## src/rtl/sdr_pwm_pkg.sv

```systemverilog
// Definitions shared by the SDR PWM DAC and the PWM demodulator: the receiver
// state encoding and the offset-binary convention (sample + 2^(WIDTH-1)).
package sdr_pwm_pkg;

  typedef enum logic [1:0] {
    SEARCH  = 2'd0,
    ACQUIRE = 2'd1,
    LOCKED  = 2'd2
  } demod_state_t;

  // Offset added to a signed sample to get the PWM high time.
  function automatic int unsigned pwm_offset(input int unsigned width);
    return 32'd1 << (width - 1);
  endfunction

endpackage

```

## src/rtl/pwm_input_conditioner.sv

```systemverilog
// Synchroniser and rise detector for the asynchronous PWM input.
// Defining PWM_DEMOD_GLITCH_FILTER_EN adds a registered 3-tap majority filter (+2 clocks).
module pwm_input_conditioner #(
  parameter int SYNC_STAGES = 2
) (
  input  logic clock,
  input  logic clock_areset_n,
  input  logic pwm_in,
  output logic s,
  output logic rise
);

  logic [SYNC_STAGES-1:0] sync_q;
  logic                   sync_bit;
  logic                   s_d;

  always_ff @(posedge clock or negedge clock_areset_n) begin
    if (!clock_areset_n) begin
      sync_q <= '0;
    end else begin
      sync_q <= {sync_q[SYNC_STAGES-2:0], pwm_in};
    end
  end

  assign sync_bit = sync_q[SYNC_STAGES-1];

`ifdef PWM_DEMOD_GLITCH_FILTER_EN
  logic [1:0] hist_q;
  logic       s_q;

  // Majority of the last three synchronised bits; a one-clock blip never wins.
  always_ff @(posedge clock or negedge clock_areset_n) begin
    if (!clock_areset_n) begin
      hist_q <= '0;
      s_q    <= 1'b0;
    end else begin
      hist_q <= {hist_q[0], sync_bit};
      s_q    <= (sync_bit & hist_q[0]) | (sync_bit & hist_q[1]) | (hist_q[0] & hist_q[1]);
    end
  end

  assign s = s_q;
`else
  assign s = sync_bit;
`endif

  always_ff @(posedge clock or negedge clock_areset_n) begin
    if (!clock_areset_n) begin
      s_d <= 1'b0;
    end else begin
      s_d <= s;
    end
  end

  assign rise = s & ~s_d;

endmodule

```

## src/rtl/pwm_demodulator.sv

```systemverilog
// Recovers signed samples from an offset-binary PWM stream of 2^WIDTH-clock frames.
// Optional input glitch filter: define PWM_DEMOD_GLITCH_FILTER_EN.
module pwm_demodulator
  import sdr_pwm_pkg::*;
#(
  parameter int WIDTH       = 8,
  parameter int SYNC_STAGES = 2,
  parameter int EDGE_TOL    = 1,
  parameter int LOCK_FRAMES = 4
) (
  input  logic                    clock,
  input  logic                    clock_areset_n,
  input  logic                    pwm_in,
  output logic                    data_valid,
  output logic signed [WIDTH-1:0] data,
  output logic                    locked,
  output logic                    sync_error
);

  localparam int CNT_W  = WIDTH + 1;
  localparam int GOOD_W = (LOCK_FRAMES < 2) ? 1 : $clog2(LOCK_FRAMES + 1);

  localparam logic [CNT_W-1:0]  CNT_ONE   = CNT_W'(1);
  localparam logic [CNT_W-1:0]  LAST_CNT  = CNT_W'((1 << WIDTH) - 1);
  localparam logic [CNT_W-1:0]  EARLY_CNT = CNT_W'((1 << WIDTH) - EDGE_TOL);
  localparam logic [CNT_W-1:0]  TOL_CNT   = CNT_W'(EDGE_TOL);
  localparam logic [GOOD_W-1:0] GOOD_ONE  = GOOD_W'(1);
  localparam logic [GOOD_W-1:0] LOCK_LAST = GOOD_W'(LOCK_FRAMES - 1);
  localparam logic [WIDTH-1:0]  OFFSET    = WIDTH'(pwm_offset(WIDTH));

  demod_state_t      state, state_next;
  logic [CNT_W-1:0]  frame_cnt, frame_cnt_next;
  logic [CNT_W-1:0]  high_cnt, high_cnt_next;
  logic [GOOD_W-1:0] good, good_next;

  logic s;
  logic rise;
  logic wrap;
  logic early_rise;
  logic late_rise;
  logic bad_rise;
  logic frame_end;
  logic emit;
  logic error_next;

  logic [CNT_W-1:0] frame_total;
  logic [WIDTH-1:0] sample_sat;
  logic [WIDTH-1:0] sample_value;

  pwm_input_conditioner #(
    .SYNC_STAGES(SYNC_STAGES)
  ) u_cond (
    .clock          (clock),
    .clock_areset_n (clock_areset_n),
    .pwm_in         (pwm_in),
    .s              (s),
    .rise           (rise)
  );

  // A rise at frame_cnt 0 is the on-time edge after a wrap; it only restarts counting.
  assign wrap       = (frame_cnt == LAST_CNT) && !rise;
  assign early_rise = rise && (frame_cnt >= EARLY_CNT);
  assign late_rise  = rise && (frame_cnt != '0) && (frame_cnt <= TOL_CNT);
  assign bad_rise   = rise && (frame_cnt != '0) && !early_rise && !late_rise;
  assign frame_end  = wrap || early_rise;

  // On a wrap the current cycle still belongs to the ending frame; on an early edge it does not.
  assign frame_total  = wrap ? (high_cnt + CNT_W'(s)) : high_cnt;
  assign sample_sat   = (frame_total > LAST_CNT) ? {WIDTH{1'b1}} : frame_total[WIDTH-1:0];
  assign sample_value = sample_sat - OFFSET;

  always_comb begin
    state_next     = state;
    frame_cnt_next = frame_cnt;
    high_cnt_next  = high_cnt;
    good_next      = good;
    emit           = 1'b0;
    error_next     = 1'b0;

    case (state)
      SEARCH: begin
        if (rise) begin
          state_next     = ACQUIRE;
          frame_cnt_next = CNT_ONE;
          high_cnt_next  = CNT_ONE;
          good_next      = '0;
        end
      end

      ACQUIRE, LOCKED: begin
        frame_cnt_next = (frame_cnt == LAST_CNT) ? '0 : frame_cnt + CNT_ONE;
        high_cnt_next  = wrap ? '0 : high_cnt + CNT_W'(s);

        if (rise) begin
          frame_cnt_next = CNT_ONE;
          high_cnt_next  = CNT_ONE;
        end

        if (bad_rise) begin
          error_next = 1'b1;
          good_next  = '0;
          state_next = ACQUIRE;
        end else if (frame_end) begin
          if (state == LOCKED) begin
            emit = 1'b1;
          end else if (good == LOCK_LAST) begin
            state_next = LOCKED;
            good_next  = '0;
          end else begin
            good_next = good + GOOD_ONE;
          end
        end
      end

      default: begin
        state_next     = SEARCH;
        frame_cnt_next = '0;
        high_cnt_next  = '0;
        good_next      = '0;
      end
    endcase
  end

  always_ff @(posedge clock or negedge clock_areset_n) begin
    if (!clock_areset_n) begin
      state      <= SEARCH;
      frame_cnt  <= '0;
      high_cnt   <= '0;
      good       <= '0;
      data_valid <= 1'b0;
      data       <= '0;
      sync_error <= 1'b0;
    end else begin
      state      <= state_next;
      frame_cnt  <= frame_cnt_next;
      high_cnt   <= high_cnt_next;
      good       <= good_next;
      data_valid <= emit;
      sync_error <= error_next;
      if (emit) begin
        data <= sample_value;
      end
    end
  end

  assign locked = (state == LOCKED);

endmodule
```

## config.mk

```make
export PLATFORM = sky130hd
export DESIGN_NAME = pwm_demodulator
export DESIGN_NICKNAME = d
export VERILOG_FILES = /design/src/rtl/sdr_pwm_pkg.sv /design/src/rtl/pwm_input_conditioner.sv /design/src/rtl/pwm_demodulator.sv
export SDC_FILE = /design/constraint.sdc
export NUM_CORES = 1
export LEC_CHECK = 0
export ABC_AREA = 0
export BUFFER_PORTS_ARGS = -buffer_cell sky130_fd_sc_hd__buf_2
export CAP_MARGIN = 25
export CORE_UTILIZATION = 65
export CTS_BUF_LIST = sky130_fd_sc_hd__clkbuf_8
export CTS_CLUSTER_SIZE = 28
export DETAILED_ROUTE_END_ITERATION = 10
export MAX_ROUTING_LAYER = met4
export PLACE_DENSITY_LB_ADDON = 0.2
export SETUP_SLACK_MARGIN = 0.4
export SLEW_MARGIN = 40
export SYNTH_ARGS = -nofsm -noshare
export SYNTH_HDL_FRONTEND = slang
export SYNTH_SLANG_ARGS = --single-unit
```

## constraint.sdc

```tcl
create_clock -name clock -period 4.3 [get_ports clock]
set_input_delay 0.86 -clock clock [delete_from_list [all_inputs] [get_ports clock]]
set_output_delay 0.86 -clock clock [all_outputs]
set_load 0.01 [all_outputs]
```

Word-level counts from Yosys, hierarchy flattened
Index checks and enable logic that the tools add are counted.

operators by class
  $add $sub $neg = 4
  order comparisons = 3
  equal/unequal tests = 8
  mux-type cells = 27
  bitwise gates (word level) = 2
  reduce and logical (&&, ||, !) cells = 15

operators by type and width
  cell                 count
  $mux 9               6
  $pmux 9 s2           2
  $mux 3               5
  $mux 2               5
  $add 9x1->9          1
  $add 9x1->9 const B  1
  $eq 9x8->1 const B   1
  $ge 9x8->1 const B   1
  $gt 9x8->1 const B   1
  $le 9x1->1 const B   1
  $ne 3x3->1 const B   3
  $reduce_bool 9->1    1
  $mux 8               1
  $sub 8x8->8 const B  1
  $logic_and 1x1->1    6
  $mux 1               6
  $pmux 3 s2           1
  $pmux 2 s2           1
  $reduce_and 4->1     1
  $add 3x1->3 const B  1
  $eq 3x2->1 const B   1
  $logic_not 1->1      3
  $reduce_and 3->1     1
  $eq 2x1->1 const B   1
  other kinds (7)      7

word-level totals
  bits in registers = 36
  input bits = 3
  output and inout port bits = 11
  logic and storage cells = 68

Depth between registers and ports, before layout
Gate-level depths: netlist (run 1).

  word-level depth = 8
  mapped depth = 9
  mapped depth without buffers = 7

By module
From an unflattened synthesis (run 1), not the netlist that was laid out.

unflattened totals
  cell total of the unflattened synthesis = 210
  area, all modules = 2122.0 µm²

modules (own cells, without submodules)
  module                 times used  cells an instance  area an instance (µm²)  sequential area each (µm²)
  pwm_demodulator        1           206                2033.2                  825.8
  pwm_input_conditioner  1           4                  88.8                    75.1

Least setup slack after synthesis (run 1)
OpenSTA, ideal clock, no wires.

  path type = reg-to-reg
  start = register state[0]
  end = register high_cnt[8]
  library setup time = 0.076 ns
  data arrival time = 2.017 ns
  data required time = 4.224 ns
  slack = 2.207 ns
  cell stages (with the launch flop) = 10
  path buffers = 2
  clock period less this slack = 2.093 ns
  cell sequence = dfrtp_1 -> inv_1 -> ha_1 -> clkbuf_1 -> nand2b_1 -> clkbuf_1 -> inv_1 -> nand3_1 -> or3_2 -> o21ai_1

between the ends
  cells in the longest elaborated chain, start to end = 3
  elaborated cells between the ends (all ways) = 6
  classes of those cells = eq/ne: 3; mux: 1; reduce/logical: 2

ends and longest elaborated chain
  what                                      RTL line                text
  from (decl)                               pwm_demodulator.sv:31   demod_state_t state, state_next;
  from (signal assigned)                    pwm_demodulator.sv:134  state <= state_next;
  $eq 2x2->1 or $eq 2x1->1 (tied branches)  pwm_demodulator.sv:80   case (state)
  $reduce_or 2->1                           pwm_demodulator.sv:80
  $pmux 9 s2                                pwm_demodulator.sv:80
  to (signal assigned)                      pwm_demodulator.sv:136  high_cnt <= high_cnt_next;
  to (decl)                                 pwm_demodulator.sv:33   logic [CNT_W-1:0] high_cnt, high_cnt_next;

Parallel ways exist; a longest one is shown, timed or not.
A chain may end at the register's enable or synchronous reset.

Worst setup path in the final report (run 1)
  start = register frame_cnt[1]
  end = register data[7]

between the ends
  cells in the longest elaborated chain, start to end = 7
  elaborated cells between the ends (all ways) = 20
  classes of those cells = add/sub: 1; order compare: 3; eq/ne: 1; mux: 5; reduce/logical: 10

ends and longest elaborated chain
  what                                                RTL line                text
  from (decl)                                         pwm_demodulator.sv:32   logic [CNT_W-1:0] frame_cnt, frame_cnt_next;
  from (signal assigned)                              pwm_demodulator.sv:135  frame_cnt <= frame_cnt_next;
  branches (longest 7 deep; another with $gt 9x8->1)  -
  to (signal assigned)                                pwm_demodulator.sv:141  data <= sample_value;
  to (decl)                                           pwm_demodulator.sv:15   output logic signed [WIDTH-1:0] data,

Several ways; the timed one is not identified.

==> impl_metrics.ini, run 1 <==
[placement]
gp_routability_congestion = 0.919
io_buffers = 13
post-dp-hpwl_um = 3180

[logic_synthesis]
yosysTopAreaCellShare_pct = 42.7
synth_nets = 241
yosysWarnings = 0
ys_async_sr_fraction_pct = 100
synth_area_leaders = dfrtp_1 (43%), ha_1 (5.3%), a21oi_2 (3.3%), nor2_1 (3.2%), o21ai_0 (2.8%)
yosysUniqueCellTypes = 54
yosysTopAreaCell = dfrtp_1
synth_cells = 229
yosysSeqAreaShare_pct = 42.7
synth_common_cells = dfrtp_1 (36), nor2_1 (18), inv_1 (16)
synth_edf_count = 0
synth_seq_cells = 36
synth-main-ff-cell = dfrtp_1
synthesis.area_sq_mm = 0.00211
syn_avg_cell_area_sq_um = 9.21
yosysMostFrequentCell = dfrtp_1

[clock_network]
cts_buffers = 5
htreeDepth = 2
clk-insertion-delay-late_ns = 0.28
cts-root-buf = clkbuf_8
cts_buffer_depth = 2
postCtsHoldBufs = 0
cts_setup_buffers = 0
cts_resized = 0
cts_tree = built
cts.sinks = 36
cts.clk_slew.worst_paths_ns = 0.07

[floorplan]
io_pins = 14
core_area_sq_mm = 0.00305
fp.dieW_um = 59.0
rows = 20
die_h_um = 59.0
start_util_pct = 69.1
die_area_sq_mm = 0.00348

[power]
leakagePower_uw = 0.00100
power_density_mw_per_mm2 = 418
ir_drop_uv = 334

[global_routing]
grt_pass1_wl_um = 7660
grt_use_total_pct = 30.4
grt_max_degree = 37
grt_pass1_vias = 1664
overflow = 0
antenna_found_initial = 0

[min_path]
hp-class = register to register
holdPathStages = 0

[layout]
post_route_cells_drive_above_1_share_pct = 18.3
final_nets = 252
diodes = 0
nFillCells = 228
area_delta_synth_final_pct = 8.31
final_util_pct = 74.8

[critical_path]
critPathArrivalTime_ns = 2.57
path_class = register to register
worstPathRequired_ns = 4.46
rr_worst_depth = 6
end_kind = register
critPathLaunchType = register
crit_path_max_fanout = 8

[timing]
setup_tns_ns = 0
finalMaxSlewViolations = 0
fmax_mhz = 414
finalCritPeriodShare_pct = 56.2
setup_viol = 0
hold_violations = 0
slew-limit-headroom_pct = 58.8
rsz0062_at_grt = false
fin_crit_ns = 2.42
skew_ns = 0.00268
tightest_slew_ns = 0.617

[route]
drt_wl_total_um = 4570
drt-initial-drc-count = 115
first_pass_iters = 6
final_antenna_net_count = 0
viasPerCell = 6.39
num_vias = 1820
route.detailed.drc = 0
drt-wirelength-per-cell_um = 16.0

[run]
maxCapViolCount = 0

[status]
status = completed
-- per-stage QoR --
stage	std cells	power, uW	setup WS [ns]	area (sq um)	hold slack, ns
2_1_floorplan	229	633	2.21	2110	0.331
3_3_place_gp	277	694	2.01	2190	0.336
3_5_place_dp	277	711	1.92	2190	0.340
4_1_cts	285	956	1.92	2280	0.357
5_1_grt	285	1010	1.75	2280	0.360
6_report	285	956	1.88	2280	0.354
-- cell families after synthesis --
group | after synthesis | synth area share, %
AOI/OAI and AO/OA | 59 | 19.3
xor gates and xnor gates | 9 | 3.74
adders and majority gates | 9 | 5.34
buffers and inverters | 26 | 5.22
DFF | 36 | 42.7
muxes | 1 | 0.475
and+or+nand+nor | 89 | 23.1
-- worst max-delay path, stage by stage, from the launching register on --
cell	delay, ns
dfrtp_1	0.44
ha_1	0.33
and3b_1	0.28
nand3_2	0.19
or4_1	0.51
and3_1	0.35
o2bb2ai_1	0.18
-- sequential cells by signal (all words and copies together) (netlist names) --
| register | count |
|---|---|
| data | 8 |
| sync_error | 1 |
| state | 2 |
| u_cond.s_d | 1 |
| high_cnt | 9 |
| u_cond.sync_q | 2 |
| frame_cnt | 9 |
| data_valid | 1 |
| good | 3 |
-- cell type report --
type | instances | area, sq um | share of cell area [%]
clock buffer | 6 | 82.6 | 3.62
clock inverter | 2 | 10.0 | 0.438
inverter | 16 | 60.1 | 2.63
multi-input combinational | 167 | 1100 | 48.2
sequential | 36 | 901 | 39.5
tap | 44 | 55.1 | 2.41
timing repair buffer | 14 | 75.1 | 3.29
-- worst paths after layout --
| kind | from | end | slack (ns) |
|---|---|---|---|
| max in group asynchronous | clock_areset_n | frame_cnt[0]$_DFFE_PN0N_ | 3.47 |
| min in group asynchronous | clock_areset_n | data[7]$_DFFE_PN0P_ | 0.52 |
| hold reg to reg | u_cond.sync_q[0]$_DFF_PN0_ | u_cond.sync_q[1]$_DFF_PN0_ | 0.35 |
| setup / recovery | frame_cnt[1]$_DFFE_PN0N_ | data[7]$_DFFE_PN0P_ | 1.88 |
| hold / removal | u_cond.sync_q[0]$_DFF_PN0_ | u_cond.sync_q[1]$_DFF_PN0_ | 0.35 |
| setup reg to reg | frame_cnt[1]$_DFFE_PN0N_ | data[7]$_DFFE_PN0P_ | 1.88 |
-- power by group --
group	total (uW)	switching (uW)	internal, uW
combinational	307	197	110
sequential	406	39.8	366
clock	243	115	128
total	956	352	604
-- cell usage in the layout (no fill, tap or decap), types with 8 or more instances in the layout --
cell	n
o21ai_0	12
buf_2	12
a21oi_2	8
inv_1	16
dfrtp_1	36
a21oi_1	10
nor2_1	17
nor3_1	10
ha_1	9
nand2_1	14
or3_1	8
nand3_1	11
-- per-layer routing --
metal | global-route usage (%) | routed length [um] | part of all wire [%] | vias to the layer above
li1 | - | - | - | 840
met1 | 38.3 | 1910 | 42 | 867
met2 | 48.2 | 2250 | 49 | 100
met3 | 6.37 | 314 | 6.9 | 13
met4 | 11.6 | 96 | 2.1 | 0
met5 | - | 0 | 0 | -
(Power assumes the default switching activity.)
==> inputs of run 2 (changes only) <==
--- a/config.mk
+++ b/config.mk
@@ -5,10 +5,10 @@
 export SDC_FILE = /design/constraint.sdc
 export NUM_CORES = 1
 export LEC_CHECK = 0
-export ABC_AREA = 0
+export ABC_AREA = 1
 export BUFFER_PORTS_ARGS = -buffer_cell sky130_fd_sc_hd__buf_2
 export CAP_MARGIN = 25
-export CORE_UTILIZATION = 65
+export CORE_UTILIZATION = 56
 export CTS_BUF_LIST = sky130_fd_sc_hd__clkbuf_8
 export CTS_CLUSTER_SIZE = 28
 export DETAILED_ROUTE_END_ITERATION = 10
==> constraint.sdc (replaced) <==
create_clock -name clock -period 1.95 [get_ports clock]
set_input_delay 0.39 -clock clock [delete_from_list [all_inputs] [get_ports clock]]
set_output_delay 0.39 -clock clock [all_outputs]
set_load 0.01 [all_outputs]
==> impl_metrics.ini, run 2 <==
[layout]
area_delta_synth_final_pct = 30.4
fin_cells = 365
final_common_cell = nand2_1
post_route_cells_drive_above_1_share_pct = 34.4
top_regs = frame_cnt x9, high_cnt x9, data x8
final_nets = 328
final_cell_mix = nand2_1 (66), dfrtp_1 (34), buf_4 (25), inv_1 (22), nand3_1 (20)
diodes = 0

[logic_synthesis]
synth_area_leaders = dfrtp_1 (42%), nand2_1 (14%), ha_1 (5.3%), nand3_1 (5.1%), inv_1 (4.9%)
synth_top_family_by_area = simple AND/OR/NAND/NOR gates
synth-main-ff-cell = dfrtp_1
synth_mux_area_share_pct = 0
yosysTopAreaCell = dfrtp_1
synth_nets = 284
yosysMostFrequentCell = nand2_1
synth_common_cells = nand2_1 (82), dfrtp_1 (36), inv_1 (28)
synth_cells = 272
synth_edf_count = 0
synthXorXnorAreaFrac_pct = 2.87
synth_compound_area_share_pct = 10.1
yosysSeqAreaShare_pct = 42.1
synthSimpleGateAreaFrac_pct = 32.0
synth_fa_ha_area_share_pct = 5.26
synth_seq_cells = 36
synthesis.area_sq_mm = 0.00214
yosysTopAreaCellShare_pct = 42.1
ys_async_sr_fraction_pct = 100
yosysWarnings = 0
yosysUniqueCellTypes = 34
syn_avg_cell_area_sq_um = 7.87

[floorplan]
die_h_um = 63.8
io_pins = 14
die_area_sq_mm = 0.00407
fp.dieW_um = 63.8
rows = 22
start_util_pct = 58.4
core_area_sq_mm = 0.00366

[route]
drt-initial-drc-count = 127
route.detailed.drc = 0
drt_wl_total_um = 5240
viasPerCell = 5.25
final_antenna_net_count = 0
drt-wirelength-per-cell_um = 14.4
num_vias = 1918
first_pass_iters = 4

[critical_path]
critPathArrivalTime_ns = 2.00
path_class = register to register
worstPathRequired_ns = 2.14
critPathLaunchType = register
crit_path_max_fanout = 7
end_kind = register

[placement]
dp_cells = 341
post-dp-hpwl_um = 3120
io_buffers = 13
gp_routability_congestion = 0.891

[global_routing]
grt_pass1_wl_um = 8280
overflow = 0
grt_max_degree = 37
grt_pass1_vias = 1887
grt_use_total_pct = 27.5
antenna_found_initial = 0

[power]
ir_drop_uv = 1070
leakagePower_uw = 0.00144
power_density_mw_per_mm2 = 1120

[min_path]
hp-class = primary input to async pin

[timing]
skew_ns = 0.00422
finalCritPeriodShare_pct = 92.9
setup_viol = 0
finalMaxSlewViolations = 0
hold_violations = 0
fmax_mhz = 552
rsz0062_at_grt = true
setup_tns_ns = 0
tightest_slew_ns = 0.455
fin_crit_ns = 1.81
slew-limit-headroom_pct = 69.7

[clock_network]
cts_buffers = 5
htreeDepth = 2
cts_buffer_depth = 2
cts_tree = built
cts.sinks = 36
clk-insertion-delay-late_ns = 0.29
cts.clk_slew.worst_paths_ns = 0.07
cts-root-buf = clkbuf_8

[status]
status = completed

[run]
maxCapViolCount = 0
==> run 2: power by group <==
part	internal [uW]	total [uW]	leakage [uW]	switching, uW
Sequential	835	948	0.000485	113
Clock	374	639	0.0000593	265
Combinational	630	1550	0.000897	919
==> run 2: final timing paths <==
check                                        endpoint  cells past startpoint                  startpoint  slack, ns
setup / recovery                 state[1]$_DFFE_PN0P_                     10    frame_cnt[8]$_DFFE_PN0N_       0.14
hold / removal                    data[7]$_DFFE_PN0P_                      2              clock_areset_n       0.13
setup reg to reg                 state[1]$_DFFE_PN0P_                     10    frame_cnt[8]$_DFFE_PN0N_       0.14
hold reg to reg            u_cond.sync_q[1]$_DFF_PN0_                      0  u_cond.sync_q[0]$_DFF_PN0_       0.36
max in group asynchronous  u_cond.sync_q[1]$_DFF_PN0_                      2              clock_areset_n       1.47
min in group clock         u_cond.sync_q[0]$_DFF_PN0_                      1                      pwm_in       0.20
==> run 2: stage by stage <==
step / hold WS [ns] / total power, uW / setup slack [ns] / utilization, % / area [sq um]
2_1_floorplan: 0.0944 / 1710 / 0.333 / - / 2160
3_3_place_gp: 0.336 / 2000 / 0.129 / 64.1 / 2350
3_5_place_dp: 0.340 / 2010 / 0.0814 / 64.1 / 2350
4_1_cts: 0.143 / 2900 / 0.189 / 72.6 / 2660
5_1_grt: 0.169 / 3330 / 0.0798 / 76.2 / 2790
6_report: 0.131 / 3140 / 0.138 / 76.2 / 2790
==> run 2: final cells by class <==
type / instances / area [sq um]
fill: 259 / 872
clock buffer: 5 / 68.8
multi-input combinational: 200 / 1280
sequential: 36 / 903
timing repair buffer: 42 / 298
clock inverter: 3 / 38.8
inverter: 31 / 136
tap: 48 / 60.1
==> run 2: kinds of logic (layout without fill, tap and decap cells) <==
family	after synthesis	count (layout)
DFF	36	36
buffers and inverters	37	81
AOI/OAI and AO/OA	38	38
adders and majority gates	9	9
xor gates and xnor gates	7	7
and+or+nand+nor	145	146
==> run 2: worst max-delay path, stage by stage (launching register included) <==
cell     delay [ns]
dfrtp_1        0.39
inv_1          0.27
nand2_1        0.10
nor2_1         0.14
nand3_1        0.12
nand2_1        0.10
a21oi_1        0.09
o21ai_1        0.29
nand2_2        0.10
nand2_1        0.06
nand2_1        0.04
==> run 2: layer usage <==
layer | up-vias | part of all wire, % | track usage, %
met5 | - | 0 | -
met4 | 0 | 2.5 | 13.6
met3 | 12 | 3.1 | 6.43
met2 | 43 | 51 | 44.9
met1 | 901 | 43 | 31.6
li1 | 962 | - | -
==> run 2: repair_timing <==
item                                    in CTS  in global routing
endpoints found under the setup margin      30                 31
pin swaps                                    8                 12
hold buffers                                 0                  0
gates resized for setup                     28                 34
buffers inserted                            12                  3
gates cloned                                 0                  1
